**config.mk**
```make
export PLATFORM = sky130hd
export DESIGN_NAME = heli_motion_ctrl_flat
export DESIGN_NICKNAME = d
export VERILOG_FILES = /design/src/rtl/heli_motion_if.sv /design/src/rtl/heli_motion_ctrl.sv /design/src/flat_wrapper.sv
export SDC_FILE = /design/constraint.sdc
export NUM_CORES = 1
export LEC_CHECK = 0
export ABC_AREA = 0
export CAP_MARGIN = 20
export CORE_MARGIN = 8
export CORE_UTILIZATION = 50
export CTS_CLUSTER_DIAMETER = 80
export DETAILED_ROUTE_END_ITERATION = 8
export PLACE_DENSITY = 0.75
export REMOVE_ABC_BUFFERS = 1
export SYNTH_ARGS = -nofsm -noshare
export SYNTH_HDL_FRONTEND = slang
export SYNTH_SLANG_ARGS = --single-unit
```
**constraint.sdc**
```tcl
create_clock -name clk -period 5 [get_ports clk]
set_input_delay 0.5 -clock clk [delete_from_list [all_inputs] [get_ports clk]]
set_output_delay 0.5 -clock clk [all_outputs]
set_load 0.05 [all_outputs]
```
**src/rtl/heli_motion_if.sv**
```systemverilog
// Control and position bundle between the game front end and heli_motion_ctrl.
// The score signal exists only when HELI_SCORE_EN is defined.
interface heli_motion_if;
    logic        frame_tick;
    logic        fly;
    logic        start;
    logic        hit;
    logic [9:0]  x_heli;
    logic [8:0]  y_heli;
    logic        playing;
    logic        crashed;
`ifdef HELI_SCORE_EN
    logic [15:0] score;

    modport master (
        output frame_tick, fly, start, hit,
        input  x_heli, y_heli, playing, crashed, score
    );
    modport slave (
        input  frame_tick, fly, start, hit,
        output x_heli, y_heli, playing, crashed, score
    );
`else
    modport master (
        output frame_tick, fly, start, hit,
        input  x_heli, y_heli, playing, crashed
    );
    modport slave (
        input  frame_tick, fly, start, hit,
        output x_heli, y_heli, playing, crashed
    );
`endif
endinterface

```
**src/rtl/heli_motion_ctrl.sv**
```systemverilog
// Per-frame helicopter motion and IDLE/FLYING/CRASHED game state.
// Optional frames-survived counter enabled by the HELI_SCORE_EN macro.
module heli_motion_ctrl #(
    parameter int X_START = 100,
    parameter int Y_START = 200,
    parameter int HELI_H  = 15,
    parameter int Y_MAX   = 479,
    parameter int GRAVITY = 1,
    parameter int LIFT    = 2,
    parameter int VMAX    = 6
) (
    input  logic          clk,
    input  logic          reset,
    heli_motion_if.slave  bus
);

    typedef enum logic [1:0] {
        IDLE    = 2'd0,
        FLYING  = 2'd1,
        CRASHED = 2'd2
    } state_t;

    localparam logic signed [5:0]  GRAV_S  = 6'(GRAVITY);
    localparam logic signed [5:0]  LIFT_S  = 6'(LIFT);
    localparam logic signed [5:0]  VMAX_S  = 6'(VMAX);
    localparam logic signed [10:0] Y_LIM_S = 11'(Y_MAX - HELI_H + 1);
    localparam logic [8:0]         Y_LIM   = 9'(Y_MAX - HELI_H + 1);
    localparam logic [8:0]         Y_INIT  = 9'(Y_START);

    state_t             state;
    logic [8:0]         y_q;
    logic signed [4:0]  vel;
    logic signed [5:0]  vel_sum;
    logic signed [4:0]  vel_new;
    logic signed [10:0] y_next;

    // One bit of headroom so the saturation compare sees the true overshoot.
    always_comb begin
        vel_sum = fly_sel(bus.fly) ? ({vel[4], vel} - LIFT_S) : ({vel[4], vel} + GRAV_S);
        if (vel_sum > VMAX_S)
            vel_sum = VMAX_S;
        else if (vel_sum < -VMAX_S)
            vel_sum = -VMAX_S;
        vel_new = vel_sum[4:0];
        y_next  = $signed({2'b00, y_q}) + $signed({{6{vel_new[4]}}, vel_new});
    end

    function automatic logic fly_sel(input logic f);
        return f;
    endfunction

`ifdef HELI_SCORE_EN
    logic [15:0] score_q;
    assign bus.score = score_q;
`endif

    // NOTE: all state below uses non-blocking assignments so every register
    // samples the pre-edge values; y_next is computed combinationally above.
    always_ff @(posedge clk) begin
        if (reset) begin
            state <= IDLE;
            y_q   <= Y_INIT;
            vel   <= '0;
`ifdef HELI_SCORE_EN
            score_q <= '0;
`endif
        end else begin
            if (bus.start) begin
                // Start reinitialises from any state and beats hit/frame_tick.
                state <= FLYING;
                y_q   <= Y_INIT;
                vel   <= '0;
`ifdef HELI_SCORE_EN
                score_q <= '0;
`endif
            end else if (state == FLYING) begin
                if (bus.hit) begin
                    state <= CRASHED;
                end else if (bus.frame_tick) begin
                    vel <= vel_new;
                    if (y_next < 0) begin
                        y_q   <= '0;
                        state <= CRASHED;
                    end else if (y_next > Y_LIM_S) begin
                        y_q   <= Y_LIM;
                        state <= CRASHED;
                    end else begin
                        y_q <= y_next[8:0];
`ifdef HELI_SCORE_EN
                        if (score_q != 16'hFFFF)
                            score_q <= score_q + 16'd1;
`endif
                    end
                end
            end
        end
    end

    assign bus.x_heli  = 10'(X_START);
    assign bus.y_heli  = y_q;
    assign bus.playing = (state == FLYING);
    assign bus.crashed = (state == CRASHED);

endmodule
```
**src/flat_wrapper.sv**
```systemverilog
// flat-port wrapper written by rule: the top's interface ports become plain ports
module heli_motion_ctrl_flat 
#(
    parameter int X_START = 100,
    parameter int Y_START = 200,
    parameter int HELI_H  = 15,
    parameter int Y_MAX   = 479,
    parameter int GRAVITY = 1,
    parameter int LIFT    = 2,
    parameter int VMAX    = 6
)
  (clk, reset, bus_frame_tick, bus_fly, bus_start, bus_hit, bus_x_heli, bus_y_heli, bus_playing, bus_crashed);
  heli_motion_if bus_i ();
  input  logic clk;
  input  logic reset;
  input wire logic [$bits(bus_i.frame_tick)-1:0] bus_frame_tick;
  input wire logic [$bits(bus_i.fly)-1:0] bus_fly;
  input wire logic [$bits(bus_i.start)-1:0] bus_start;
  input wire logic [$bits(bus_i.hit)-1:0] bus_hit;
  output wire logic [$bits(bus_i.x_heli)-1:0] bus_x_heli;
  output wire logic [$bits(bus_i.y_heli)-1:0] bus_y_heli;
  output wire logic [$bits(bus_i.playing)-1:0] bus_playing;
  output wire logic [$bits(bus_i.crashed)-1:0] bus_crashed;
  assign bus_i.frame_tick = bus_frame_tick;
  assign bus_i.fly = bus_fly;
  assign bus_i.start = bus_start;
  assign bus_i.hit = bus_hit;
  assign bus_x_heli = bus_i.x_heli;
  assign bus_y_heli = bus_i.y_heli;
  assign bus_playing = bus_i.playing;
  assign bus_crashed = bus_i.crashed;
  heli_motion_ctrl #(.X_START(X_START), .Y_START(Y_START), .HELI_H(HELI_H), .Y_MAX(Y_MAX), .GRAVITY(GRAVITY), .LIFT(LIFT), .VMAX(VMAX)) u_core (.clk(clk), .reset(reset), .bus(bus_i));
endmodule
```
# After elaboration in Yosys (flattened, before gate mapping)
# Cells that the tools add are included.
# Widths: inputs -> output; s select.
[totals] register_bits=16 in_bits=6 output_inout_bits=21 elab_cells=34
[op_classes] n_addsub=3 order_cmp=4 n_eq_ne=2 mux=11 n_bitwise=1 n_reduce_logical=9
[ops] op="$mux 9" count=2
[ops] op="$add 10x5->11" count=1
[ops] op="$gt 11x10->1 const B" count=1
[ops] op="$lt 11x1->1 const B" count=1
[ops] op="$mux 5" count=2
[ops] op="$reduce_and 3->1" count=3
[ops] op="$mux 2" count=4
[ops] op="$add 5x2->6 const B" count=1
[ops] op="$gt 6x4->1 const B" count=1
[ops] op="$lt 6x4->1 const B" count=1
[ops] op="$mux 6" count=1
[ops] op="$reduce_bool 3->1" count=2
[ops] op="$sub 5x3->6 const B" count=1
[ops] op="$reduce_bool 2->1" count=2
[ops] op="$reduce_bool 4->1" count=1
[ops] op="$eq 2x1->1 const B" count=1
[ops] op="$eq 2x2->1 const B" count=1
[ops] op="$mux 1" count=2
[ops] op="$reduce_or 2->1" count=1
[ops] op="$not 1->1" count=1

# Logic depth before layout (Yosys ltp)
[depth] word_depth=13 ltp_mapped=17 mapped_depth_nobuf=17

# Least setup slack after synthesis
# OpenSTA, ideal clock, no wires.
[synth_timing] kind="input -> register" from="input port bus_fly" to="register u_core.state[1]" setup_ps=120 t_arrival_ps=3727 t_required_ps=4880 setup_slack_ps=1153 path_stages=16 path_buffers=1 cell_sequence="buf_2 nor4b_1 a41oi_1 xnor2_1 or3_1 a21oi_1 ha_1 inv_1 fa_1 nand2b_1 a211oi_1 o41ai_2 xnor2_2 a21boi_4 a21boi_1 o31a_1"
[synth_via] elab_chain_len=9 elab_cells_between_ends=13 cone_classes="add/sub: 1; order compare: 4; mux: 6; reduce/logical: 2"
[synth_rtl] element="start: declaration" line="flat_wrapper.sv:17" text="input wire logic [$bits(bus_i.fly)-1:0] bus_fly;"
[synth_rtl] element="$mux 6 *" line="heli_motion_ctrl.sv:39" text="vel_sum = fly_sel(bus.fly) ? ({vel[4], vel} - LIFT_S) : ({vel[4], vel} + GRAV_S);"
[synth_rtl] element="$lt 6x4->1" line="heli_motion_ctrl.sv:42" text="else if (vel_sum < -VMAX_S)"
[synth_rtl] element="$mux 5" line="heli_motion_ctrl.sv:42"
[synth_rtl] element="$mux 5 *" line="heli_motion_ctrl.sv:40" text="if (vel_sum > VMAX_S)"
[synth_rtl] element="net u_core.vel_sum[0]" line="heli_motion_ctrl.sv:33" text="logic signed [5:0] vel_sum;"
[synth_rtl] element="$add 10x5->11 *" line="heli_motion_ctrl.sv:45" text="y_next = $signed({2'b00, y_q}) + $signed({{6{vel_new[4]}}, vel_new});"
[synth_rtl] element="$lt 11x1->1" line="heli_motion_ctrl.sv:81" text="if (y_next < 0) begin"
[synth_rtl] element="$mux 2" line="heli_motion_ctrl.sv:81"
[synth_rtl] element="$mux 2" line="heli_motion_ctrl.sv:79" text="end else if (bus.frame_tick) begin"
[synth_rtl] element="$mux 2" line="heli_motion_ctrl.sv:77" text="if (bus.hit) begin"
[synth_rtl] element="end signal: assignment" line="heli_motion_ctrl.sv:78" text="state <= CRASHED;"
[synth_rtl] element="end signal: assignment" line="heli_motion_ctrl.sv:83" text="state <= CRASHED;"
[synth_rtl] element="end signal: assignment" line="heli_motion_ctrl.sv:86" text="state <= CRASHED;"
[synth_rtl] element="end: declaration" line="heli_motion_ctrl.sv:30" text="state_t state;"
# Mark *: on every way through the listed nets, which the timed path passes. The rest lies on a longest branch. The select of a mux whose other input is x is not followed.
# A chain may end at the register's enable or synchronous reset.

# Worst setup path in the final report
[layout_timing] from="input port bus_fly" to="register u_core.state[0]"
[layout_via] elab_chain_len=11 elab_cells_between_ends=15 cone_classes="add/sub: 1; order compare: 4; mux: 8; reduce/logical: 2"
[layout_rtl] element="$mux 6 *" line="heli_motion_ctrl.sv:39"
[layout_rtl] element="$lt 6x4->1" line="heli_motion_ctrl.sv:42"
[layout_rtl] element="$mux 5" line="heli_motion_ctrl.sv:42"
[layout_rtl] element="$mux 5 *" line="heli_motion_ctrl.sv:40"
[layout_rtl] element="net u_core.vel_sum[0]" line="heli_motion_ctrl.sv:33"
[layout_rtl] element="$add 10x5->11 *" line="heli_motion_ctrl.sv:45"
[layout_rtl] element="$lt 11x1->1" line="heli_motion_ctrl.sv:81"
[layout_rtl] element="$mux 2" line="heli_motion_ctrl.sv:81"
[layout_rtl] element="$mux 2" line="heli_motion_ctrl.sv:79"
[layout_rtl] element="$mux 2" line="heli_motion_ctrl.sv:77"
[layout_rtl] element="$mux 1" line="heli_motion_ctrl.sv:76" text="end else if (state == FLYING) begin"
[layout_rtl] element="$mux 1" line="heli_motion_ctrl.sv:68" text="if (bus.start) begin"
[layout_rtl] element="end signal: assignment" line="heli_motion_ctrl.sv:70" text="state <= FLYING;"
[layout_rtl] element="end signal: assignment" line="heli_motion_ctrl.sv:78"
[layout_rtl] element="end signal: assignment" line="heli_motion_ctrl.sv:83"
# Marked as above.

==> qor.txt <==
Status - completed
Post-synth ARST share - 0
Placer Congestion - 0.889
Met1 usage - 0.180
CTS tree - yes
Area fraction of the dominant cell type after synthesis - 0.194
Register share of total power - 0.366
Met2 GRT Util - 0.226
Arr. time, crit path - 4.69 ns
Hold Fails Final Rpt - 0
Die area - 0.00540 mm²
Lkg Pwr - 0.748 nW
HPWL reported at the end of detailed placement - 2.82 mm
Initial Util - 0.508
Initial antenna violation count - 0
Sw frac - 0.380
Setup Viol. Count Final - 0
Slew Limit Headroom - 0.592
Worst setup EP type - flop
Post-DP Area - 0.00179 mm²
P per Cell Area - 196 mW/mm²
Syn_area_per_cell - 7.84 µm²
CTS max path bufs - 2
Post-route clock period utilization - 0.896
Routed len/inst - 13.5 µm
Grt total ovfl - 0
Gr usage total - 0.140
Clock Skew - 0.0168 ns
Synth area leader - dfxtp_1
CTS buffer count - 3
Share of layout cells above drive strength 1 - 0.122
Clk_lat worst skew - 0.31 ns
Peak VDD IR - 0.000132 V
I/O pin count - 27
CTS Sinks - 16
Switching power - 0.000136 W
Reg2reg start - u_core.vel[1]
CTS root buffer - clkbuf_4
Commonest non-fill, non-tap cell in the layout - nand2_1
Hold WC Path Type - flop to flop
Comb power frac - 0.378
Fill count - 318
Vias/cell - 5.52
Clock power share - 0.255
Sequential fraction of the synthesis area - 0.194
Total core area - 0.00326 mm²
RSZ-0062 raised after global routing - false
GR Util met3 - 0.0218
Yosys warnings - 0
DIE HEIGHT - 73.5 µm
Port Buffer Count - 16
Net count, final - 242
Reg-to-reg critical path endpoint - u_core.state[0]
H-tree depth - 1
Largest stage delay, worst path - 0.64 ns
Die X - 73.5 µm
# rows - 21
Via count - 1475
Most frequent cells in the layout - nand2_1, a21oi_1, clkdlybuf4s50_1, dfxtp_1, nor2_1
Worst Setup SP - bus_fly
Most Crowded Layer GR - met2
Largest net degree at the start of global routing - 16
CP endpoint - u_core.state[0]
Remaining antenna violation count - 0
CP Cell Sequence - clkdlybuf4s50_1 -> nor4b_1 -> a41oi_1 -> xnor2_1 -> or3_1 -> a21oi_1 -> ha_1 -> inv_1 -> fa_1 -> nand2b_1 -> a211oi_1 -> o41ai_2 -> xnor2_2 -> a21boi_4 -> nand2_1 -> a311oi_2
Synth cell types - 58
Reg2Reg Depth - 17
Hold_buf cts - 0
Final Critical Period - 4.48 ns
Synth area leaders - dfxtp_1, ha_1, a21oi_1
Setup_tns - 0 ns
# Post-CTS Setup Buffers - 0
Area delta synth->final - 10.6%
CP max FO - 9
Non-Filler Instances - 267
DR DRC count - 0
Post-CTS sizing - 0
Finished Cell Area - 0.00183 mm²
DR iter-0 viols - 67
Main synth FF type - dfxtp_1
Worst reg-to-reg setup slack - 0.71 ns
Worst-margin pin slew - 0.610 ns
Post-synth EDFFs - 0
FMAX - 0.223 GHz
Clock Pin Slew Worst Setup and Hold Paths - 0.09 ns
First-pass GRT wire length - 6.20 mm
Drt total wl - 3.62 mm
Internal Power - 0.000222 W
Number of synthesized register bits - 16
Critical-path top delay cell - clkdlybuf4s50_1
Setup crit start kind - input pin
DRT Pass-1 Iters - 4
Placed insts - 263
Netlist Area Pre-Place - 0.00165 mm²
Fin. max-slew vios - 0
Cell count after synthesis - 211
Vias in the first global route - 1414
Critical Path RT - 5.21 ns
Final Power - 0.000359 W
Max-cap violations - 0
Critical path class - input pin to flop
Number of diodes - 0
==> how the worst min path moves through the flow <==
stage | slack [ns] | depth (start not counted) | to | from
3_3_place_gp | 0.48 | 2 | u_core.bus.y_heli[5] | u_core.bus.y_heli[5]
5_1_grt | 0.51 | 2 | u_core.bus.y_heli[2] | u_core.bus.y_heli[2]
2_1_floorplan | 0.51 | 2 | u_core.vel[0] | u_core.vel[0]
6_report | 0.50 | 2 | u_core.bus.y_heli[2] | u_core.bus.y_heli[2]
4_1_cts | 0.50 | 2 | u_core.bus.y_heli[2] | u_core.bus.y_heli[2]
3_5_place_dp | 0.47 | 2 | u_core.bus.y_heli[2] | u_core.bus.y_heli[2]
==> metrics by stage <==
step / setup WS [ns] / util / hold slack, ns
after floorplan: 1.19 / - / 0.510
after global placement: 0.443 / 0.550 / 0.476
after detailed placement: 0.288 / 0.550 / 0.475
after CTS: 0.561 / 0.561 / 0.498
after global routing: 0.231 / 0.561 / 0.511
final: 0.521 / 0.561 / 0.497
==> flip-flops by register name (all words and copies together) (netlist names) <==
register	count
u_core.state	2
u_core.bus.y_heli	9
u_core.vel	5
==> layer usage <==
layer,wire length (µm),up-vias
li1,-,763
met1,1700,668
met2,1650,39
met3,214,5
met4,50,0
met5,0,-
==> cells in the mapped netlist, types with 3 or more instances <==
| cell | count |
|---|---|
| nor3_1 | 4 |
| nand3_1 | 6 |
| buf_4 | 10 |
| a21oi_1 | 20 |
| nor4_1 | 3 |
| ha_1 | 13 |
| or2_2 | 3 |
| a211oi_2 | 3 |
| clkbuf_1 | 5 |
| nor2b_1 | 6 |
| dfxtp_1 | 16 |
| nand2_1 | 22 |
| a21oi_2 | 4 |
| o21ai_0 | 11 |
| xor2_1 | 4 |
| inv_1 | 11 |
| buf_2 | 3 |
| nor2_1 | 15 |
==> area by class of cell <==
class                           count  area (µm²)  share of cell area
Inverter                           12        45.0              0.0246
Clock buffer                        4        36.3              0.0198
Timing Repair Buffer               16         160              0.0876
Tap cell                           46        57.6              0.0315
Sequential cell                    16         320               0.175
Multi-Input combinational cell    173        1210               0.661
==> power groups by stage <==
stage	combinational [W]	clock, W	sequential [W]
4_1_cts	0.000135	0.0000938	0.000131
3_5_place_dp	0.000134	0	0.000134
2_1_floorplan	0.000106	0	0.000136
6_report	0.000136	0.0000916	0.000131
5_1_grt	0.000148	0.0000986	0.000132
3_3_place_gp	0.000133	0	0.000134
==> logic make-up (layout without fill, tap and decap cells) <==
family          after synthesis  after routing  synth area share
simple gates                 75             75             0.244
compound gates               65             65             0.300
buf+inv                      30             32            0.0930
flops                        16             16             0.194
fa+ha+maj                    14             14             0.110
xor+xnor                      7              7            0.0416
other cells                   2             10           0.00454
mux                           2              2            0.0121
==> critical path, delay by kind of cell <==
| kind | cells | cell delay, ns |
|---|---|---|
| buffers and inverters | 2 | 0.71 |
| adder cells (fa/ha/maj) | 2 | 0.62 |
| AND/OR/NAND/NOR | 4 | 1.02 |
| XOR/XNOR | 2 | 0.41 |
| AO/OA/AOI/OAI | 6 | 1.45 |
(Power assumes the default switching activity.)
